--- src/rtl/traffic_pkg.sv ---
// Shared state encoding and lamp decode for the timed two-road intersection controller.
package traffic_pkg;

    typedef enum logic [2:0] {
        MAIN_GREEN    = 3'd0,
        MAIN_YELLOW   = 3'd1,
        CLEAR_TO_SIDE = 3'd2,
        SIDE_GREEN    = 3'd3,
        SIDE_YELLOW   = 3'd4,
        CLEAR_TO_MAIN = 3'd5,
        FLASH         = 3'd6
    } state_t;

    // Returns {MR,MY,MG,SR,SY,SG}; the unused code falls back to all-red.
    function automatic logic [5:0] lamp_decode(input state_t s, input logic flash_ph);
        logic [5:0] l;
        case (s)
            MAIN_GREEN:    l = 6'b001_100;
            MAIN_YELLOW:   l = 6'b010_100;
            CLEAR_TO_SIDE: l = 6'b100_100;
            SIDE_GREEN:    l = 6'b100_001;
            SIDE_YELLOW:   l = 6'b100_010;
            CLEAR_TO_MAIN: l = 6'b100_100;
            FLASH:         l = {1'b0, flash_ph, 1'b0, flash_ph, 2'b00};
            default:       l = 6'b100_100;
        endcase
        return l;
    endfunction

endpackage

--- src/rtl/phase_timer.sv ---
// Saturating phase down-counter; load has priority over the decrement.
module phase_timer #(
    parameter int               CNT_W   = 16,
    parameter logic [CNT_W-1:0] RST_VAL = '0
) (
    input  logic             clk,
    input  logic             rst_n,
    input  logic             load,
    input  logic [CNT_W-1:0] load_val,
    output logic [CNT_W-1:0] tmr,
    output logic             expired
);

    always_ff @(posedge clk or negedge rst_n) begin
        if (!rst_n) begin
            tmr <= RST_VAL;
        end else if (load) begin
            tmr <= load_val;
        end else if (tmr != '0) begin
            tmr <= tmr - 1'b1;
        end
    end

    assign expired = (tmr == '0);

endmodule

--- src/rtl/traffic_ctrl_timed.sv ---
// Two-road intersection controller with built-in phase timer, all-red clearance,
// extendable side green, latched pedestrian request and night flashing mode.
module traffic_ctrl_timed
    import traffic_pkg::*;
#(
    parameter int CNT_W      = 16,
    parameter int T_SHORT    = 4,
    parameter int T_LONG     = 16,
    parameter int T_CLEAR    = 2,
    parameter int T_MAX      = 32,
    parameter int FLASH_HALF = 8
) (
    input  logic       Clk,
    input  logic       reset_n,
    input  logic       C,
    input  logic       P,
    input  logic       night,
    output logic       MR,
    output logic       MY,
    output logic       MG,
    output logic       SR,
    output logic       SY,
    output logic       SG,
    output logic       WALK,
    output logic       ST,
    output logic [2:0] state_o
);

    localparam logic [CNT_W-1:0] L_SHORT = CNT_W'(T_SHORT - 1);
    localparam logic [CNT_W-1:0] L_LONG  = CNT_W'(T_LONG - 1);
    localparam logic [CNT_W-1:0] L_CLEAR = CNT_W'(T_CLEAR - 1);
    localparam logic [CNT_W-1:0] L_MAX   = CNT_W'(T_MAX - 1);
    localparam logic [CNT_W-1:0] L_FLASH = CNT_W'(FLASH_HALF - 1);
    // Side green has run at least T_LONG cycles once tmr falls to this value.
    localparam logic [CNT_W-1:0] EXT_LIM = CNT_W'(T_MAX - T_LONG);

    state_t           state;
    state_t           nxt;
    logic             reload;
    logic             load;
    logic [CNT_W-1:0] load_val;
    logic [CNT_W-1:0] tmr;
    logic             expired;
    logic             flash_ph;
    logic             ped_pend;
    logic             ped_served;
    logic             st_q;

    always_comb begin
        nxt    = state;
        reload = 1'b0;
        case (state)
            MAIN_GREEN: begin
                if (night)                          nxt = FLASH;
                else if (expired && (C || ped_pend)) nxt = MAIN_YELLOW;
            end
            MAIN_YELLOW:   if (expired) nxt = CLEAR_TO_SIDE;
            CLEAR_TO_SIDE: if (expired) nxt = SIDE_GREEN;
            SIDE_GREEN: begin
                if (expired)                     nxt = SIDE_YELLOW;
                else if (!C && tmr <= EXT_LIM)   nxt = SIDE_YELLOW;
            end
            SIDE_YELLOW:   if (expired) nxt = CLEAR_TO_MAIN;
            CLEAR_TO_MAIN: if (expired) nxt = MAIN_GREEN;
            FLASH: begin
                // Leaving night mode takes priority over a blink reload.
                if (!night)       nxt    = CLEAR_TO_MAIN;
                else if (expired) reload = 1'b1;
            end
            default:              nxt = MAIN_GREEN;
        endcase
    end

    always_comb begin
        case (nxt)
            MAIN_GREEN:    load_val = L_LONG;
            MAIN_YELLOW:   load_val = L_SHORT;
            CLEAR_TO_SIDE: load_val = L_CLEAR;
            SIDE_GREEN:    load_val = L_MAX;
            SIDE_YELLOW:   load_val = L_SHORT;
            CLEAR_TO_MAIN: load_val = L_CLEAR;
            FLASH:         load_val = L_FLASH;
            default:       load_val = L_LONG;
        endcase
    end

    assign load = (nxt != state) || reload;

    phase_timer #(
        .CNT_W  (CNT_W),
        .RST_VAL(L_LONG)
    ) u_timer (
        .clk     (Clk),
        .rst_n   (reset_n),
        .load    (load),
        .load_val(load_val),
        .tmr     (tmr),
        .expired (expired)
    );

    always_ff @(posedge Clk or negedge reset_n) begin
        if (!reset_n) begin
            state      <= MAIN_GREEN;
            st_q       <= 1'b0;
            flash_ph   <= 1'b1;
            ped_pend   <= 1'b0;
            ped_served <= 1'b0;
        end else begin
            state <= nxt;
            st_q  <= (nxt != state);

            if (state != FLASH && nxt == FLASH) flash_ph <= 1'b1;
            else if (reload)                    flash_ph <= ~flash_ph;

            // A request arriving on the entry edge is kept for the next cycle.
            if (state != SIDE_GREEN && nxt == SIDE_GREEN) begin
                ped_served <= ped_pend;
                ped_pend   <= P;
            end else begin
                if (state == SIDE_GREEN && nxt != SIDE_GREEN) ped_served <= 1'b0;
                if (P && state != FLASH)                      ped_pend   <= 1'b1;
            end
        end
    end

    assign {MR, MY, MG, SR, SY, SG} = lamp_decode(state, flash_ph);
    assign WALK    = (state == SIDE_GREEN) && ped_served;
    assign ST      = st_q;
    assign state_o = state;

endmodule

--- config.mk ---
export PLATFORM = sky130hd
export DESIGN_NAME = traffic_ctrl_timed
export DESIGN_NICKNAME = d
export VERILOG_FILES = /design/src/rtl/traffic_pkg.sv /design/src/rtl/phase_timer.sv /design/src/rtl/traffic_ctrl_timed.sv
export SDC_FILE = /design/constraint.sdc
export NUM_CORES = 1
export LEC_CHECK = 0
export ABC_AREA = 1
export BUFFER_PORTS_ARGS = -buffer_cell sky130_fd_sc_hd__buf_2
export CAP_MARGIN = 30
export CORE_ASPECT_RATIO = 0.8
export CORE_MARGIN = 2
export CORE_UTILIZATION = 25
export CTS_CLUSTER_DIAMETER = 120
export DETAILED_ROUTE_END_ITERATION = 12
export PLACE_DENSITY = 0.49
export SYNTH_ARGS = -nofsm -noshare
export SYNTH_HDL_FRONTEND = slang
export SYNTH_SLANG_ARGS = --single-unit
--- constraint.sdc ---
create_clock -name Clk -period 2 [get_ports Clk]
set_input_delay 0.1 -clock Clk [delete_from_list [all_inputs] [get_ports Clk]]
set_output_delay 0.1 -clock Clk [all_outputs]
set_load 0.01 [all_outputs]
==> results by group <==
Setup path
  • Max FO, Critical Path: 6
  • Crit end category: flip-flop
  • Reg2Reg Setup Slack: about 0.01 ns
  • Reg2reg path depth: 12
  • Kind of critical path: reg -> reg
  • WP data arrival: 2.19 ns
  • Critical Path Start Type: flip-flop
  • CP Capture Point: u_timer.tmr[10]
  • Data required, critical path: 2.20 ns
  • Critical Path Start: u_timer.tmr[0]
  • Worst R2R Start: u_timer.tmr[0]
  • Critical R2R Capture: u_timer.tmr[10]

Placed design
  • Pre-CTS WS: -0.1767 ns
  • Placed cell count: about 330
  • Port Buffers: 15
  • Dpl cell area: around 2000 um2
  • Gp weighted congestion: 0.7756
  • Dpl hpwl: 2845 um

Pwr
  • Int Power: 2.150 mW
  • Overall power: 4.090 mW
  • PwrDens: 1733 nW/um2
  • Sw Share: 0.4743
  • Leakage: 1.115 nW
  • Worst IR Drop VDD: between 600 and 700 uV
  • Logic pwr share: 0.724
  • NetSw: between 1.5 and 2 mW
  • Seq pwr share: 0.204
  • Clock power share: 0.072

Clock network
  • Clk sink count: 23
  • CTS tree: built
  • Clk root buf: clkbuf_8
  • Clk slew on worst S/H paths: about 0.08 ns
  • Worst-case clock buffer depth: 2
  • Total number of H-tree levels: 1
  • CTS Buf Count: 3
  • Clk_lat worst skew: between 0.2 and 0.3 ns

Timing
  • Setup Skew: between 0.003 and 0.004 ns
  • Post-layout worst setup margin: roughly 0.0097 ns
  • Pins Over Slew Limit: 0
  • Unrepaired setup endpoints after global routing: true
  • Min Tclk post-route: around 2 ns
  • Final Hold Viols: 0
  • Max_slew headroom: 0.6483
  • Worst slew pin tran: 0.5276 ns
  • Fmax: between 0.5 and 0.6 GHz
  • Final period util: 0.9951
  • Fin Setup TNS: 0 ns
  • Setup-failing EPs final: 0

Run
  • MaxCap Viol Count: 0

Final layout
  • Layout area overhead: 51.73%
  • Final cell count without fillers: between 300 and 400
  • Fin nets: roughly 270
  • Fin area: ~2400 um2
  • Layout cells sized above 1: 0.5341
  • ANT cells: 0
  • # fillers: 605

Synthesis
  • Sequential cell area fraction in the yosys report: 0.3741
  • Cells after synthesis: 200
  • Area leader, netlist: dfrtp_1
  • Share of the synthesized area in the top cell type: 0.2896
  • Area contributors post-synth: dfrtp_1, dfstp_2, nand2_1
  • Yosys cell types: 36
  • Count leader, synth: nand2_1
  • Ys flop type: dfrtp_1
  • Post-synth EDFFs: 0
  • Yosys warns: 0
  • Mapped Nets: just over 200
  • Synthesized area: ~1600 um2
  • Seq cells post-synth: 23
  • Synth top cells by count: nand2_1, inv_1, nor2_1
  • Synth Area per Inst: around 7.8 um2
  • Post-synth ARST share: 1.000

Detailed routing
  • DR WL/cell: about 11 um
  • Routed Antenna Nets: 0
  • Routed wire length: between 3000 and 4000 um
  • First-pass detailed-route iteration total: 4
  • Vias: around 1500
  • Via/cell ratio: between 4 and 5
  • DRC Markers: 0
  • DR iter-0 viols: between 80 and 90

Floorplanning
  • Row cnt: 25
  • Initial Util: 0.2603
  • Total die area: slightly below 7000 um2
  • Core ar.: approximately 6000 um2
  • Die Y: 74.55 um
  • Die X: roughly 92 um
  • Top Ports: 16

Hold path
  • Hold Crit Class: in -> reg

GRT
  • Tot GR Track Use: 0.1206
  • First-pass GRT wire length: roughly 6500 um
  • Largest net degree at the start of global routing: 24
  • Grt ovf: 0
  • Vias in the first global route: between 1000 and 1500
  • Antenna violations before repair: 0

Outcome
  • Status: finished, final reports clean
critical path, cell delays in order, from the launching register on:
cell and delay [ns]:
dfstp_2 0.55, inv_2 0.05, ha_4 0.16, nand3_4 0.10, nor2_4 0.05, nand4_1 0.07, nand2_1 0.08, nand2_2 0.10
nand2_4 0.07, o21ai_4 0.21, nand3_4 0.19, buf_6 0.19, a21oi_2 0.09
what timing repair did:
action,in CTS,in global routing
hold endpoints to repair,18,0
endpoints found under the setup margin,16,18
gates cloned,1,0
hold buffers,1,0
resized for setup,10,58
buffers inserted,5,8
pin swaps,10,19
how the worst min path moves through the flow:
| stage | cells past startpoint | slack [ns] | end | start |
|---|---|---|---|---|
| floorplan | 0 | -0.20 | ST | reset_n |
| global placement | 1 | 0.11 | ped_pend | reset_n |
| detailed placement | 1 | 0.12 | ped_pend | reset_n |
| CTS | 3 | 0.06 | ped_pend | P |
| global route | 3 | 0.05 | ped_pend | P |
| finish | 3 | 0.05 | ped_pend | P |
placed cells by master (no fill, tap or decap), drive strengths merged, types with 2 or more instances in the layout:
| cell | instances |
|---|---|
| nand3 | 19 |
| o21ai | 11 |
| dfstp | 5 |
| nand4 | 4 |
| o21bai | 3 |
| nor3 | 5 |
| ha | 2 |
| clkbuf | 4 |
| nand2 | 40 |
| buf | 60 |
| a21oi | 4 |
| dfrtp | 18 |
| inv | 32 |
| xor2 | 6 |
| nor2 | 42 |
final cells by class:
type,count,area [um2],share of cell area
Multi-Input combinational cell,144,1050,0.4449
Inverter,32,130.1,0.05514
Tap cell,81,101.3,0.04295
Sequential cell,23,584.3,0.2476
Clock buffer,4,45.04,0.01909
Timing Repair Buffer,61,449.2,0.1904
power by group through the flow:
| stage | logic (mW) | registers [mW] | clock network (mW) |
|---|---|---|---|
| CTS | 2.41 | 0.804 | 0.302 |
| global placement | 2.19 | 0.812 | 0 |
| finish | 2.96 | 0.834 | 0.293 |
| global route | 3.25 | 0.852 | 0.326 |
| detailed placement | 2.18 | 0.811 | 0 |
| floorplan | 1.44 | 0.792 | 0 |
logic make-up after synthesis:
logic type                 synth area share
AOI/OAI and AO/OA                   0.09333
xor gates and xnor gates            0.03942
adders and majority gates           0.01609
buffers and inverters               0.09332
DFF                                  0.3741
and+or+nand+nor                      0.3838
registers in the layout, summed over array words and instances, names as in the netlist:
register     count
u_timer.tmr     16
ped_pend         1
ped_served       1
ST               1
flash_ph         1
state_o          3
through the flow:
stage	utilization	hold WS, ns
floorplan	-	-0.1956
global placement	0.3267	0.1116
detailed placement	0.3267	0.1197
CTS	0.3510	0.05928
global route	0.3950	0.04623
finish	0.3950	0.04731
routing by layer:
metal | wire length, um | up-vias | global-route usage | part of all wire
li1 | - | 767 | - | -
met1 | 2030 | 691 | 0.1802 | 0.52
met2 | 1706 | 29 | 0.1781 | 0.44
met3 | 149 | 4 | 0.02837 | 0.038
met4 | 34 | 0 | 0.02488 | 0.0087
met5 | 0 | - | 0 | 0
Note: power is estimated with default switching activity, not from simulation.
